File: src/rtl/fetch_pkg.sv
// Shared definitions for the instruction-fetch front end.
//   XLEN_DEF  : default address/PC width
//   NOP_INSTR : canonical RV32 NOP (addi x0,x0,0)
//   PC_INCR   : sequential fetch stride in bytes
//   clog2()   : ceiling log2, used to size occupancy and pointer fields
package fetch_pkg;

  localparam int unsigned XLEN_DEF  = 32;
  localparam logic [31:0] NOP_INSTR = 32'h0000_0013;
  localparam int unsigned PC_INCR   = 4;

  function automatic int unsigned clog2(input int unsigned value);
    int unsigned result;
    result = 0;
    for (int unsigned i = 0; i < 32; i++) begin
      if ((64'(1) << i) < 64'(value)) result = i + 1;
    end
    return result;
  endfunction

endpackage

File: src/rtl/sync_fifo_fwft.sv
// First-word-fall-through synchronous FIFO.
// The head entry is always presented on head_data while head_valid is high;
// a pushed entry becomes visible on the cycle after the push.
//   clk, rst       : clock, asynchronous active-low reset
//   push/push_data : write an entry (ignored when full unless popping)
//   pop            : remove the head entry (ignored when empty)
//   flush          : discard all entries; wins over push and pop
//   head_data      : current head entry
//   head_valid     : FIFO not empty
//   occupancy      : number of stored entries (0..DEPTH)
module sync_fifo_fwft
  import fetch_pkg::*;
#(
  parameter int unsigned WIDTH = 64,
  parameter int unsigned DEPTH = 4
) (
  input  logic                  clk,
  input  logic                  rst,
  input  logic                  push,
  input  logic [WIDTH-1:0]      push_data,
  input  logic                  pop,
  input  logic                  flush,
  output logic [WIDTH-1:0]      head_data,
  output logic                  head_valid,
  output logic [clog2(DEPTH):0] occupancy
);

  localparam int unsigned AW = clog2(DEPTH);

  logic [WIDTH-1:0] mem [DEPTH];
  logic [AW-1:0]    wr_ptr;
  logic [AW-1:0]    rd_ptr;
  logic [AW:0]      count;
  logic             do_push;
  logic             do_pop;

  assign do_pop  = pop && (count != '0);
  // A full FIFO still accepts a push when the head leaves in the same cycle.
  assign do_push = push && ((count != (AW+1)'(DEPTH)) || do_pop);

  always_ff @(posedge clk or negedge rst) begin
    if (!rst) begin
      wr_ptr <= '0;
      rd_ptr <= '0;
      count  <= '0;
      for (int unsigned i = 0; i < DEPTH; i++) mem[i] <= '0;
    end else if (flush) begin
      wr_ptr <= '0;
      rd_ptr <= '0;
      count  <= '0;
    end else begin
      if (do_push) begin
        mem[wr_ptr] <= push_data;
        wr_ptr      <= wr_ptr + AW'(1);
      end
      if (do_pop) rd_ptr <= rd_ptr + AW'(1);
      case ({do_push, do_pop})
        2'b10:   count <= count + (AW+1)'(1);
        2'b01:   count <= count - (AW+1)'(1);
        default: count <= count;
      endcase
    end
  end

  assign head_data  = mem[rd_ptr];
  assign head_valid = (count != '0);
  assign occupancy  = count;

endmodule

File: src/rtl/if_prefetch_queue.sv
// Instruction-fetch front end: issues in-order requests to instruction memory
// and buffers returned {pc, instr} pairs for decode.
//   clk, rst        : clock, asynchronous active-low reset
//   redirect_valid  : flush queue and refetch from redirect_pc (word aligned)
//   imem_req_*      : fetch request channel (valid/ready, word address)
//   imem_rsp_*      : in-order responses, one instruction per valid cycle
//   out_*           : queue head to decode (valid/ready), pc, pc+4, instr
//   occupancy       : current queue entries
module if_prefetch_queue
  import fetch_pkg::*;
#(
  parameter int unsigned     XLEN            = XLEN_DEF,
  parameter int unsigned     DEPTH           = 4,
  parameter int unsigned     MAX_OUTSTANDING = 2,
  parameter logic [XLEN-1:0] RESET_PC        = '0
) (
  input  logic                  clk,
  input  logic                  rst,
  input  logic                  redirect_valid,
  input  logic [XLEN-1:0]       redirect_pc,
  output logic                  imem_req_valid,
  input  logic                  imem_req_ready,
  output logic [XLEN-1:0]       imem_req_addr,
  input  logic                  imem_rsp_valid,
  input  logic [31:0]           imem_rsp_data,
  output logic                  out_valid,
  input  logic                  out_ready,
  output logic [XLEN-1:0]       out_pc,
  output logic [XLEN-1:0]       out_pc_plus4,
  output logic [31:0]           out_instr,
  output logic [clog2(DEPTH):0] occupancy
);

  localparam int unsigned CW = clog2(DEPTH) + 1;
  localparam int unsigned SW = CW + 1;

  logic [XLEN-1:0] fetch_pc;
  logic [XLEN-1:0] rsp_pc;
  logic [XLEN-1:0] redirect_base;
  logic [CW-1:0]   live, live_next;
  logic [CW-1:0]   stale, stale_next;
  logic [SW-1:0]   in_flight;
  logic [SW-1:0]   credit_use;
  logic            req_fire;
  logic            rsp_ok;
  logic            q_push;
  logic            q_pop;

  assign redirect_base = {redirect_pc[XLEN-1:2], 2'b00};
  assign in_flight     = SW'(live) + SW'(stale);
  assign credit_use    = SW'(occupancy) + SW'(live);

  // Every live request owns a queue slot, so responses are never refused.
  assign imem_req_valid = rst && !redirect_valid
                       && (in_flight  < SW'(MAX_OUTSTANDING))
                       && (credit_use < SW'(DEPTH));
  assign imem_req_addr  = fetch_pc;
  assign req_fire       = imem_req_valid && imem_req_ready;

  // A response with nothing outstanding is a protocol error and is ignored.
  assign rsp_ok = imem_rsp_valid && (in_flight != '0);
  assign q_push = rsp_ok && (stale == '0) && !redirect_valid;
  assign q_pop  = out_valid && out_ready && !redirect_valid;

  always_comb begin
    live_next  = live;
    stale_next = stale;
    if (redirect_valid) begin
      // Everything still outstanding becomes stale, minus the response
      // retiring this very cycle.
      live_next  = '0;
      stale_next = stale + live - CW'(rsp_ok);
    end else begin
      if (req_fire) live_next = live_next + CW'(1);
      if (q_push)   live_next = live_next - CW'(1);
      if (rsp_ok && (stale != '0)) stale_next = stale - CW'(1);
    end
  end

  always_ff @(posedge clk or negedge rst) begin
    if (!rst) begin
      fetch_pc <= RESET_PC;
      rsp_pc   <= RESET_PC;
      live     <= '0;
      stale    <= '0;
    end else begin
      live  <= live_next;
      stale <= stale_next;
      if (redirect_valid) begin
        fetch_pc <= redirect_base;
        rsp_pc   <= redirect_base;
      end else begin
        if (req_fire) fetch_pc <= fetch_pc + XLEN'(PC_INCR);
        if (q_push)   rsp_pc   <= rsp_pc   + XLEN'(PC_INCR);
      end
    end
  end

  sync_fifo_fwft #(
    .WIDTH (XLEN + 32),
    .DEPTH (DEPTH)
  ) u_queue (
    .clk        (clk),
    .rst        (rst),
    .push       (q_push),
    .push_data  ({rsp_pc, imem_rsp_data}),
    .pop        (q_pop),
    .flush      (redirect_valid),
    .head_data  ({out_pc, out_instr}),
    .head_valid (out_valid),
    .occupancy  (occupancy)
  );

  assign out_pc_plus4 = out_pc + XLEN'(PC_INCR);

  rsp_expected_a: assert property (@(posedge clk) disable iff (!rst)
    imem_rsp_valid |-> (in_flight != '0));

  credit_bound_a: assert property (@(posedge clk) disable iff (!rst)
    in_flight <= SW'(MAX_OUTSTANDING));

endmodule

File: config.mk
export PLATFORM = sky130hd
export DESIGN_NAME = if_prefetch_queue
export DESIGN_NICKNAME = d
export VERILOG_FILES = /design/src/rtl/fetch_pkg.sv /design/src/rtl/sync_fifo_fwft.sv /design/src/rtl/if_prefetch_queue.sv
export SDC_FILE = /design/constraint.sdc
export NUM_CORES = 1
export LEC_CHECK = 0
export CAP_MARGIN = 10
export CORE_AREA = 4 4 168 170
export CTS_CLUSTER_DIAMETER = 200
export DETAILED_ROUTE_END_ITERATION = 7
export DIE_AREA = 0 0 172 174
export PLACE_DENSITY = 0.85
export SLEW_MARGIN = 40
export SYNTH_ARGS = -nofsm -noshare
export SYNTH_HDL_FRONTEND = slang
export SYNTH_SLANG_ARGS = --single-unit
File: constraint.sdc
create_clock -name clk -period 9 [get_ports clk]
set_input_delay 1.8 -clock clk [delete_from_list [all_inputs] [get_ports clk]]
set_output_delay 1.8 -clock clk [all_outputs]
set_load 0.05 [all_outputs]
---- Word level (Yosys, flattened, before mapping) ----
Index checks and enable logic that the tools add are counted.
operators by class
  add/subtract/negate cells ............... 14
  $lt $le $gt $ge ......................... 5
  equal/unequal tests ..................... 3
  multiplexer cells ....................... 22
  bitwise logic cells ..................... 3
  reduce and logical (&&, ||, !) cells .... 26
operator list
  operator                 number
  $bwmux W256              1
  $mux W64                 3
  $bmux W64 S2             1
  $demux W64 S2            1
  $mux W32                 4
  $add A32 B3 Y32 const B  3
  $mux W3                  7
  $logic_and A1 B1 Y1      13
  $reduce_bool A2 Y1       5
  $reduce_bool A3 Y1       3
  $sub A3 B1 Y3 const B    3
  $add A3 B3 Y4            2
  $mux W2                  4
  $add A3 B1 Y3 const B    2
  $ge A3 B3 Y1 const B     2
  $not A2 Y3               2
  $pmux W3 S2              1
  $add A2 B1 Y2 const B    2
  $lt A4 B2 Y1 const B     1
  $lt A4 B3 Y1 const B     1
  $reduce_bool A4 Y1       1
  $add A3 B3 Y3            1
  $logic_not A3 Y1         1
  $lt A3 B1 Y1 const B     1
  8 further kinds          8
word-level totals
  flip-flop bits (word level) ............. 333
  input port bits ......................... 70
  output and inout bits ................... 133
  logic and storage cells ................. 84

---- Logic depth before layout (Yosys ltp) ----
Gate-level depths: netlist of the first run.
  depth in word-level cells ............... 10
  mapped depth ............................ 13
  depth with buffers taken out ............ 13

---- Modules after synthesis ----
A second synthesis of the first run with hierarchy kept.
second synthesis, totals
  cells, all modules ...................... 1234
  area total of the unflattened synthesis .. 17624.4 sq um
modules (own cells, without submodules)
  module             times used  cells each  area each (sq um)  seq. area each (sq um)
  sync_fifo_fwft     1           685         12913.6            6581.3
  if_prefetch_queue  1           549         4710.8             1651.6

---- Worst setup path before layout of the first run ----
Ideal clock, no wire load.
  path kind ............................... reg-to-output
  start ................................... reg u_queue.rd_ptr[0]
  end ..................................... out out_pc_plus4[28]
  arrival time ............................ 3064 ps
  data required time ...................... 7200 ps
  setup slack ............................. 4136 ps
  stages on the path, launching flop included .. 10
  buffers on the path ..................... 2
  path through ............................ dfrtp_1 -> buf_6 -> buf_12 -> mux4_2 -> ha_1 -> nand4_1 -> nor3_2 -> and3_4 -> nand4_2 -> xnor2_1
on the way
  cells in the longest elaborated chain, start to end .. 5
RTL lines
  element                                       RTL line                  source
  start, declared                               sync_fifo_fwft.sv:32      logic [AW-1:0] rd_ptr;
  start signal, assigned                        sync_fifo_fwft.sv:56      if (do_pop) rd_ptr <= rd_ptr + AW'(1);
  $not A2 Y3 (implied by the code)              sync_fifo_fwft.sv:65      assign head_data = mem[rd_ptr];
  $bmux W64 S2                                  sync_fifo_fwft.sv:65
  $mux W64 (implied by the code) (2 in series)  sync_fifo_fwft.sv:65
  net out_pc[3]                                 if_prefetch_queue.sv:28   output logic [XLEN-1:0] out_pc,
  $add A32 B3 Y32                               if_prefetch_queue.sv:114  assign out_pc_plus4 = out_pc + XLEN'(PC_INCR);
  end, declared                                 if_prefetch_queue.sv:29   output logic [XLEN-1:0] out_pc_plus4,
The timed path passes the listed nets, and every way through them passes these cells. The select of a mux whose other input is x is not followed.

---- Worst setup path after layout of the first run ----
  start ................................... reg u_queue.rd_ptr[1]
  end ..................................... out out_pc_plus4[20]
on the way
  cells in the longest elaborated chain, start to end .. 5
RTL lines
  element                                       RTL line
  $not A2 Y3 (implied by the code)              sync_fifo_fwft.sv:65
  $bmux W64 S2                                  sync_fifo_fwft.sv:65
  $mux W64 (implied by the code) (2 in series)  sync_fifo_fwft.sv:65
  $add A32 B3 Y32                               if_prefetch_queue.sv:114
Every way passes these cells. The select of a mux whose other input is x is not followed.

==> summary.md, run 1 <==
| Metric | Value |
|---|---|
| Leak | 8.68 nW |
| Post-CTS setup buffer count | 0 |
| Cts hold-fix bufs | 0 |
| Syn-to-layout area delta | 20.8% |
| Sequential group share of total power | 30.6% |
| Critical path's slowest cell | clkdlybuf4s50_1 |
| Mapped cell area | 15900 um2 |
| CTS tree | yes |
| Hold crit path type | reg2reg |
| Worst hold stages | 1 |
| Tcrit/Tclk final | 71.8% |
| Max VDD drop | 0.195 mV |
| Core area | 26700 um2 |
| Layout cell share with drive strength beyond 1 | 30.5% |
| Cts repair resizes | 0 |
| Post-Synth Simple-Gate Area | 7.89% |
| # Max-Cap Violations | 0 |
| Grt ovf | 0 |
| CP Depth | 8 |
| Worst skew pair latency | 0.51 ns |
| Hold Fails Final Rpt | 0 |
| Largest family of logic cells by synthesized area | multiplexers |
| Antenna violations before repair | 0 |
| Power Internal | 3.79 mW |
| Avg WL per Cell | 20.8 um |
| Vias after detailed routing | 10500 |
| Port Buf Inserts | 194 |
| Count of different cell masters after synthesis | 62 |
| Max transition margin | 48.0% |
| Post-synthesis compound-gate area fraction | 3.59% |
| Worst Path Buf+Inv | 2 |
| Worst setup path class | reg2out |
| Net Sw Frac | 39.2% |
| 1st-iter DRT viols | 700 |
| Critical path cell sequence | buf_4 > mux4_2 > nand4_1 > nor3_2 > nand2_1 > nor2_1 > xor2_1 > clkdlybuf4s50_1 |
| Worst-margin pin slew | 0.773 ns |
| CP top delay family | buffers and inverters |
| CTS buffer count | 35 |
| Vias in the first global route | 11000 |
| DPL Wire Length | 23100 um |
| Diode count | 0 |
| Syn_area_per_cell | 13.6 um2 |
| Initial Util | 59.6% |
| GRT Overall Usage | 23.9% |
| Worst Skew | 0.0138 ns |
| CP max stage delay | 0.87 ns |
| Drt drc | 0 |
| Pre-CTS setup slack | 2.90 ns |
| Die footprint | 29900 um2 |
| Htree depth | 2 |
| Critical Path Sink Type | output port |
| Register bit total from synthesis | 321 |
| Post-synthesis mux area share | 28.2% |
| Final setup vio count | 0 |
| Post-synthesis adder-cell area fraction | 1.87% |
| Maximum fanout along the worst path | 40 |
| Chip Width | 172 um |
| Synthesis warning total | 0 |
| Num rows | 60 |
| Xor and xnor area share after synthesis | 4.01% |
| Clock sinks | 321 |
| Nets | 1443 |
| Clock power frac | 25.9% |
| Clk buf depth | 3 |
| Final Slew Violations | 0 |
| Final ANT Viol Nets | 0 |
| Die height | 174 um |
| Setup TNS | 0 ns |
| Power per cell area | 324 nW/um2 |
| F_max | 0.155 GHz |
| Worst-path clk slew | 0.06 ns |
| R2R depth | 9 |
| Largest net degree at the start of global routing | 107 |
| Routability cong. | 0.849 |
| Gate power share | 43.4% |
| NetSw | 2.44 mW |
| Worst EP arrival | 4.66 ns |
| RSZ-0062 raised after global routing | false |
| Cells after synthesis | 1173 |
| Worst Path Required | 7.20 ns |
| Crit path launch type | register |
| Min cycle time layout | 6.46 ns |
| Worst setup margin | 2.54 ns |
| Sequential area share after synthesis | 50.4% |
| First-pass GRT wire length | 58100 um |
| Via density | 6.09 |
| Drt pass-1 iters | 4 |
| Clk root buf | clkbuf_16 |
| Drt total wl | 35700 um |
| # IOs | 203 |
| Status | finished clean |
cell usage in the layout (no fill, tap or decap), drive strengths merged, types with 27 or more instances in the layout:
cell type      count
clkbuf            47
clkdlybuf4s50    192
dfrtp            321
mux2             266
mux4              62
nand2             73
nand3             42
nor2              37
o21ai             39
xnor2             46
xor2              27
metrics by stage:
stage                     total power, mW  utilization [%]  instance area, um2  hold WS (ns)  instances
final                                6.23             72.0               19200         0.499       1716
after global placement               4.57             66.8               17900         0.479       1654
after CTS                            6.28             71.9               19200         0.501       1715
after global routing                 6.50             72.0               19200         0.508       1716
after floorplan                      3.81                -               16000         0.470       1178
after detailed placement             4.64             66.9               17900         0.488       1654
metal layers:
metal	wire length [um]	GRT usage, %	vias up
li1	-	-	4649
met1	15700	34.8	5370
met5	0	0	-
met4	629	5.50	0
met3	2170	4.05	59
met2	17300	38.0	380
logic make-up after synthesis:
kind of cell | count (synthesis)
other | 1
muxes | 334
and+or+nand+nor | 239
adders and majority gates | 22
DFF | 321
AOI/OAI and AO/OA | 87
buffers and inverters | 96
xor gates and xnor gates | 73
sequential cells by signal, indices dropped and copies added, names as in the netlist:
register,count
u_queue.occupancy,3
rsp_pc,30
u_queue.mem,248
stale,3
imem_req_addr,30
live,3
u_queue.rd_ptr,2
u_queue.wr_ptr,2
layout make-up:
type / count / area, um2
Clock inverter: 14 / 283
Inverter: 25 / 93.8
Tap cell: 341 / 427
Fill cell: 1780 / 7480
Multi-Input combinational cell: 761 / 7280
Timing Repair Buffer: 207 / 2080
Clock buffer: 47 / 1040
Sequential cell: 321 / 8040
path summary, 6_finish.rpt:
| check | from | to | slack, ns |
|---|---|---|---|
| setup / recovery | u_queue.rd_ptr[1]$_DFFE_PN0P_ | out_pc_plus4[20] | 2.54 |
| setup reg to reg | live[0]$_DFF_PN0_ | u_queue.mem[255]$_DFFE_PN0P_ | 4.81 |
| hold reg to reg | u_queue.mem[170]$_DFFE_PN0P_ | u_queue.mem[170]$_DFFE_PN0P_ | 0.50 |
| min in group asynchronous | rst | u_queue.mem[155]$_DFFE_PN0P_ | 1.14 |
| max in group asynchronous | rst | rsp_pc[28]$_DFFE_PN0N_ | 5.69 |
| hold / removal | u_queue.mem[170]$_DFFE_PN0P_ | u_queue.mem[170]$_DFFE_PN0P_ | 0.50 |
power groups by stage:
stage | logic (mW) | registers (mW) | clock network, mW
after global routing | 2.85 | 1.94 | 1.70
after detailed placement | 2.71 | 1.93 | 0
after CTS | 2.72 | 1.91 | 1.64
after global placement | 2.66 | 1.91 | 0
after floorplan | 1.89 | 1.91 | 0
final | 2.71 | 1.91 | 1.62
Yosys cell counts, drive strengths merged:
cell type | number | area share, %
conb | 1 | 0.024
o311ai | 11 | 0.60
and4 | 6 | 0.33
nand2b | 2 | 0.079
nor4 | 5 | 0.33
a311oi | 1 | 0.094
or3 | 4 | 0.16
a32oi | 1 | 0.055
o21a | 2 | 0.094
o2111ai | 2 | 0.15
ha | 19 | 1.5
clkbuf | 18 | 0.42
dfrtp | 321 | 50
mux4 | 62 | 9.0
nor2 | 37 | 0.89
a21oi | 6 | 0.19
nand3 | 42 | 1.4
nor2b | 1 | 0.039
a211oi | 1 | 0.047
and2 | 9 | 0.37
o211ai | 12 | 0.57
xor2 | 27 | 1.5
a21o | 2 | 0.094
xnor2 | 46 | 2.5
or4b | 1 | 0.063
nand3b | 2 | 0.094
inv | 25 | 0.59
a31oi | 6 | 0.24
nand4 | 17 | 0.75
fa | 3 | 0.38
or3b | 1 | 0.055
nor3b | 1 | 0.079
and3 | 22 | 0.96
nand2 | 73 | 1.8
mux2i | 6 | 0.38
o21ai | 39 | 1.2
and3b | 1 | 0.055
buf | 53 | 3.0
nor3 | 15 | 0.50
a31o | 2 | 0.11
a22oi | 1 | 0.047
o31a | 1 | 0.055
mux2 | 266 | 19
(Power assumes the default switching activity.)
==> run 2: changes to the inputs <==
--- a/config.mk
+++ b/config.mk
@@ -6,11 +6,11 @@
 export NUM_CORES = 1
 export LEC_CHECK = 0
 export CAP_MARGIN = 10
-export CORE_AREA = 4 4 168 170
+export CORE_AREA = 4 4 174 176
 export CTS_CLUSTER_DIAMETER = 200
 export DETAILED_ROUTE_END_ITERATION = 7
-export DIE_AREA = 0 0 172 174
-export PLACE_DENSITY = 0.85
+export DIE_AREA = 0 0 178 180
+export PLACE_DENSITY = 0.8
 export SLEW_MARGIN = 40
 export SYNTH_ARGS = -nofsm -noshare
 export SYNTH_HDL_FRONTEND = slang
==> constraint.sdc (replaced) <==
create_clock -name clk -period 6.65 [get_ports clk]
set_input_delay 1.33 -clock clk [delete_from_list [all_inputs] [get_ports clk]]
set_output_delay 1.33 -clock clk [all_outputs]
set_load 0.05 [all_outputs]
==> run 2 against run 1 <==
Effect of this change: core utilization fell by 5.1 points; cell count rose by 2.7%; critical path depth did not move; non-clock buffer count rose by 3; first-iteration DRC count fell by 15%; critical endpoint is now out_pc_plus4[31].
==> summary.md, run 2 (synthesis gave the netlist of run 1 again) <==
| Metric | Value |
|---|---|
| Worst Skew | 0.0125 ns (-0.00128 ns) |
| Most common cell after layout, fill and taps aside | dfrtp_1 |
| Via density | 5.83 (-4.3%) |
| Port Buf Inserts | 194 (unchanged) |
| Post-CTS setup buffer count | 0 (unchanged) |
| CP top delay family | buffers and inverters |
| Net Sw Frac | 40.1% (+0.92 points) |
| Max reg flops | 248 (unchanged) |
| Diode count | 0 (unchanged) |
| Syn-to-layout area delta | 20.2% |
| Critical path's slowest cell | clkdlybuf4s50_1 |
| Hold worst-path end | u_queue.mem[83]$_DFFE_PN0P_ |
| Power Internal | 4.90 mW (+29%) |
| Gate power share | 44.5% (+1.1 points) |
| Vias after detailed routing | 10300 (-1.7%) |
| Worst Path Required | 5.32 ns (-1.88 ns) |
| 1st-iter DRT viols | 592 (-15%) |
| Critical Path Sink Type | output port |
| NetSw | 3.28 mW (+34%) |
| Clock sinks | 321 (unchanged) |
| Clock power frac | 23.7% (-2.2 points) |
| CTS buffer count | 36 (+2.9%) |
| Clk buf depth | 3 (unchanged) |
| Setup TNS | 0 ns (unchanged) |
| Worst-margin pin slew | 0.802 ns (+0.0291 ns) |
| Worst setup path class | reg2out |
| Worst reg2reg path endpoint | u_queue.mem[67]$_DFFE_PN0P_ |
| Worst-path clk slew | 0.05 ns (about the same) |
| R2R depth | 9 (unchanged) |
| Grt ovf | 0 (unchanged) |
| Status | finished clean |
| Worst R2R Start | live[0]$_DFF_PN0_ |
| Hold Fails Final Rpt | 0 (unchanged) |
| Nets | 1447 (+0.28%) |
| Antenna violations before repair | 0 (unchanged) |
| Power per cell area | 427 nW/um2 (+32%) |
| Num rows | 62 (+3.3%) |
| Sequential group share of total power | 31.7% (+1.1 points) |
| Htree depth | 2 (unchanged) |
| Layout cell share with drive strength beyond 1 | 30.3% (-0.28 points) |
| Worst hold stages | 1 (unchanged) |
| Vias in the first global route | 11000 (-0.53%) |
| Leak | 8.61 nW (-0.81%) |
| GRT Overall Usage | 22.2% (-1.6 points) |
| Max transition margin | 46.1% (-1.9 points) |
| Drt pass-1 iters | 5 (+1) |
| Drt total wl | 35400 um (-0.84%) |
| F_max | 0.179 GHz |
| CTS tree | yes |
| RSZ-0062 raised after global routing | false |
| Hold_sp | u_queue.mem[83]$_DFFE_PN0P_ |
| Worst EP arrival | 4.26 ns (-0.40 ns) |
| # fillers | 2036 (+14%) |
| Max VDD drop | 0.250 mV (+29%) |
| # IOs | 203 (unchanged) |
| Initial Util | 55.7% (-4.0 points) |
| Cts hold-fix bufs | 0 (unchanged) |
| Die footprint | 32000 um2 (+7.1%) |
| DPL Wire Length | 23800 um (+2.9%) |
| Routability cong. | 0.871 (+2.7%) |
| Hold Slack | 0.498 ns (-0.000544 ns) |
| First-pass GRT wire length | 57800 um (-0.40%) |
| # Max-Cap Violations | 0 (unchanged) |
| Largest net degree at the start of global routing | 96 (-10%) |
| Most flops, register | u_queue.mem |
| Min cycle time layout | 5.59 ns |
| Final Power | 8.18 mW (+31%) |
| Core area | 28600 um2 (+7.1%) |
| Final ANT Viol Nets | 0 (unchanged) |
| Final setup vio count | 0 (unchanged) |
| Maximum fanout along the worst path | 30 (-25%) |
| Tcrit/Tclk final | 84.1% |
| Worst skew pair latency | 0.50 ns (about the same) |
| Cts repair resizes | 0 (unchanged) |
| Die height | 180 um (+3.4%) |
| Clk root buf | clkbuf_16 |
| Crit path launch type | register |
| CP max stage delay | 0.87 ns (about the same) |
| Chip Width | 178 um (+3.5%) |
| Worst Path Buf+Inv | 2 (unchanged) |
| Critical path cell sequence | buf_4 > mux4_1 > and3_4 > and2_4 > nand3_1 > nor2_1 > xor2_1 > clkdlybuf4s50_1 |
| Drt drc | 0 (unchanged) |
| Avg WL per Cell | 20.1 um (-3.4%) |
| Hold crit path type | reg2reg |
| R2R Setup Slk | 2.57 ns (-2.24 ns) |
| Final Slew Violations | 0 (unchanged) |
| Commonest non-fill, non-tap cells in the layout | dfrtp_1, mux2_2, clkdlybuf4s50_1 |
==> run 2: cell types whose count changed in the layout (fill, tap and decap cells not counted), sizes merged <==
| cell | before | now |
|---|---|---|
| buf | 15 | 18 |
| bufinv | 8 | 3 |
| clkbuf | 47 | 49 |
| clkinvlp | 2 | 3 |
| clkinv | 4 | 6 |
==> run 2: power groups by stage <==
stage	Clock (mW)	Combinational, mW	Sequential, mW
finish	1.94	3.64	2.60
global route	2.06	3.84	2.65
CTS	1.98	3.67	2.60
detailed placement	0	3.66	2.63
global placement	0	3.61	2.60
floorplan	0	2.56	2.59
==> run 2: worst max-delay path by stage <==
stage	startpoint	to	slack, ns	cells past startpoint
floorplan	u_queue.rd_ptr[0]$_DFFE_PN0P_	out_pc_plus4[28]	2.26	9
global placement	u_queue.rd_ptr[0]$_DFFE_PN0P_	out_pc_plus4[31]	1.55	8
detailed placement	u_queue.rd_ptr[0]$_DFFE_PN0P_	out_pc_plus4[31]	1.51	8
CTS	u_queue.rd_ptr[0]$_DFFE_PN0P_	out_pc_plus4[31]	0.97	8
global route	u_queue.rd_ptr[0]$_DFFE_PN0P_	out_pc_plus4[31]	0.85	8
finish	u_queue.rd_ptr[0]$_DFFE_PN0P_	out_pc_plus4[31]	1.06	8
==> run 2: cell type report <==
class,count,area (um2),share of cell area (%)
Sequential cell,321,8040,42.0
Multi-Input combinational cell,761,7280,38.0
Tap cell,384,480,2.51
Clock inverter,12,143,0.745
Clock buffer,49,1010,5.28
Timing Repair Buffer,210,2100,11.0
Inverter,25,93.8,0.490
==> run 2: metal layers <==
| layer | vias to the layer above | track usage, % | share of wire, % | wire length [um] |
|---|---|---|---|---|
| met1 | 5279 | 31.5 | 45 | 15800 |
| met2 | 298 | 36.0 | 48 | 17000 |
| met5 | - | 0 | 0 | 0 |
| met4 | 0 | 5.20 | 1.8 | 630 |
| li1 | 4654 | - | - | - |
| met3 | 46 | 4.14 | 5.6 | 1980 |
==> run 2: stage by stage <==
stage                     cells  util (%)  setup slack [ns]  instance area [um2]
final                      1762      66.9              1.06                19100
after global routing       1762      66.9             0.847                19100
after CTS                  1762      66.9             0.972                19100
after detailed placement   1701      62.8              1.51                18000
after global placement     1700      62.7              1.55                18000
after floorplan            1178         -              2.26                16000
==> run 3: changes to the inputs <==
--- a/config.mk
+++ b/config.mk
@@ -6,11 +6,11 @@
 export NUM_CORES = 1
 export LEC_CHECK = 0
 export CAP_MARGIN = 10
-export CORE_AREA = 4 4 174 176
+export CORE_AREA = 4 4 182 184
 export CTS_CLUSTER_DIAMETER = 200
 export DETAILED_ROUTE_END_ITERATION = 7
-export DIE_AREA = 0 0 178 180
-export PLACE_DENSITY = 0.8
+export DIE_AREA = 0 0 186 188
+export PLACE_DENSITY = 0.77
 export SLEW_MARGIN = 40
 export SYNTH_ARGS = -nofsm -noshare
 export SYNTH_HDL_FRONTEND = slang
==> constraint.sdc (replaced) <==
create_clock -name clk -period 5 [get_ports clk]
set_input_delay 1 -clock clk [delete_from_list [all_inputs] [get_ports clk]]
set_output_delay 1 -clock clk [all_outputs]
set_load 0.05 [all_outputs]
==> run 3 against run 2 <==
Effect of this change: sequential power up 32%; clock power grew 41%; cell area is 1.4% higher.
==> summary.md, run 3 (synthesis gave the netlist of run 1 again) <==
| Metric | Value |
|---|---|
| Drt drc | 0 (unchanged) |
| Drt pass-1 iters | 5 (unchanged) |
| Vias after detailed routing | 10300 (+0.54%) |
| Port Buf Inserts | 194 (unchanged) |
| Status | finished clean |
| Final setup vio count | 0 (unchanged) |
| Grt ovf | 0 (unchanged) |
| Leak | 8.77 nW (+1.9%) |
| Worst Path Required | 4.00 ns (-1.32 ns) |
| GRT Overall Usage | 20.9% (-1.3 points) |
| Critical path cell sequence | buf_4 > mux4_1 > and4_1 > and2_4 > nand3_1 > xnor2_1 > clkdlybuf4s50_1 |
| # fillers | 2328 (+14%) |
| Worst EP arrival | 3.71 ns (-0.55 ns) |
| Most common cell after layout, fill and taps aside | dfrtp_1 |
| Clock power frac | 24.8% (+1.1 points) |
| Setup TNS | 0 ns (unchanged) |
| Worst-margin pin slew | 0.741 ns (-0.0604 ns) |
| Via density | 5.76 (-1.3%) |
| Worst setup path class | reg2out |
| Critical Path Sink Type | output port |
| Cts repair resizes | 0 (unchanged) |
| Final ANT Viol Nets | 0 (unchanged) |
| First-pass GRT wire length | 59600 um (+3.1%) |
| Power Internal | 6.68 mW (+36%) |
| Final Slew Violations | 0 (unchanged) |
| Core area | 31400 um2 (+9.7%) |
| Vias in the first global route | 11100 (+1.0%) |
| Power per cell area | 570 nW/um2 (+33%) |
| Nets | 1459 (+0.83%) |
| Layout cell share with drive strength beyond 1 | 31.7% (+1.4 points) |
| Finished layout cell area | 19400 um2 (+1.4%) |
| Worst skew pair latency | 0.51 ns (about the same) |
| Maximum fanout along the worst path | 21 (-30%) |
| Min cycle time layout | 4.71 ns |
| CTS tree | yes |
| CTS buffer count | 37 (+2.8%) |
| Clk buf depth | 3 (unchanged) |
| Htree depth | 2 (unchanged) |
| Most flops, register | u_queue.mem |
| F_max | 0.213 GHz |
| Diode count | 0 (unchanged) |
| Max reg flops | 248 (unchanged) |
| Worst-path clk slew | 0.05 ns (about the same) |
| # IOs | 203 (unchanged) |
| Clk root buf | clkbuf_16 |
| Chip Width | 186 um (+4.5%) |
| Gate power share | 44.3% (-0.2 points) |
| Num rows | 65 (+4.8%) |
| Max VDD drop | 0.400 mV (+60%) |
| Antenna violations before repair | 0 (unchanged) |
| Tcrit/Tclk final | 94.1% |
| Commonest non-fill, non-tap cells in the layout | dfrtp_1, mux2_2, clkdlybuf4s50_1 |
| Critical path's slowest cell | clkdlybuf4s50_1 |
| # Max-Cap Violations | 0 (unchanged) |
| Clock sinks | 321 (unchanged) |
| Die height | 188 um (+4.4%) |
| Largest net degree at the start of global routing | 153 (+59%) |
| Avg WL per Cell | 20.3 um (+0.83%) |
| CP max stage delay | 0.83 ns (-0.04 ns) |
| Hold Fails Final Rpt | 0 (unchanged) |
| Die footprint | 35000 um2 (+9.1%) |
| DP Area | 18100 um2 (+0.63%) |
| Syn-to-layout area delta | 21.8% |
| RSZ-0062 raised after global routing | false |
| Hold crit path type | in2async |
| Worst Skew | 0.0148 ns (+0.00228 ns) |
| Crit path launch type | register |
| Routability cong. | 0.846 (-2.9%) |
| Net Sw Frac | 39.6% (-0.48 points) |
| Drt total wl | 36400 um (+2.7%) |
| Initial Util | 50.8% (-4.9 points) |
| 1st-iter DRT viols | 531 (-10%) |
| NetSw | 4.38 mW (+34%) |
| DPL Wire Length | 24900 um (+4.9%) |
| Max transition margin | 50.6% (+4.4 points) |
| Sequential group share of total power | 30.9% (-0.8 points) |
-- run 3: cell types whose count changed in the layout (fill, tap and decap cells not counted) --
cell	change
buf_4	+16
clkdlybuf4s50_1	-11
buf_12	+6
clkbuf_8	+5
clkinv_2	-3
clkinvlp_4	-3
clkbuf_1	+2
clkbuf_16	+2
buf_16	+1
buf_6	-1
inv_6	+1
-- run 3: final timing paths --
kind	end	startpoint	slack, ns	cells after the start
setup reg to reg	u_queue.mem[162]$_DFFE_PN0P_	live[0]$_DFF_PN0_	1.17	9
hold / removal	u_queue.mem[87]$_DFFE_PN0P_	rst	0.39	1
max in group asynchronous	u_queue.mem[174]$_DFFE_PN0P_	rst	2.98	3
hold reg to reg	u_queue.mem[177]$_DFFE_PN0P_	u_queue.mem[177]$_DFFE_PN0P_	0.50	1
min in group clk	u_queue.mem[177]$_DFFE_PN0P_	u_queue.mem[177]$_DFFE_PN0P_	0.50	1
setup / recovery	out_pc_plus4[25]	u_queue.rd_ptr[1]$_DFFE_PN0P_	0.29	7
-- run 3: routing by layer --
layer	share of wire [%]	GRT usage (%)
met1	44	29.3
met3	5.7	4.07
met5	0	0
met2	48	34.0
met4	2.2	5.13
-- run 3: what timing repair did --
item                       in CTS  in global routing
setup endpoints to repair       0                  4
hold buffers                    0                  0
buffers inserted                0                  1
-- run 3: critical path: cells and delay by family (launching register included) --
family                    cells  cell delay, ns
and+or+nand+nor               3            0.68
muxes                         1            0.36
DFF                           1            0.70
buffers and inverters         2            1.24
xor gates and xnor gates      1            0.22
-- run 3: through the flow --
step	hold WS, ns	std cells	util, %	worst slack (ns)	total power, mW
6_report	0.389	1795	61.8	0.295	11.1
2_1_floorplan	0.470	1178	-	0.936	6.85
4_1_cts	0.395	1793	61.6	0.0889	11.1
3_3_place_gp	0.479	1727	57.6	0.668	8.27
3_5_place_dp	0.485	1728	57.7	0.633	8.37
5_1_grt	0.410	1795	61.8	0.0848	11.6
-- run 3: final cells by class --
| class | count | area [um2] | share of cell area [%] |
|---|---|---|---|
| sequential | 321 | 8040 | 41.4 |
| multi-input combinational | 761 | 7280 | 37.5 |
| timing repair buffer | 221 | 2240 | 11.6 |
| clock buffer | 58 | 1140 | 5.86 |
| tap | 402 | 503 | 2.59 |
| clock inverter | 7 | 114 | 0.586 |
| inverter | 25 | 93.8 | 0.483 |
-- run 3: power by group through the flow --
stage | logic, mW | registers [mW] | clock network (mW)
after detailed placement | 4.90 | 3.47 | 0
after global placement | 4.83 | 3.44 | 0
after global routing | 5.18 | 3.49 | 2.93
after floorplan | 3.41 | 3.45 | 0
final | 4.90 | 3.42 | 2.74
after CTS | 4.91 | 3.43 | 2.80
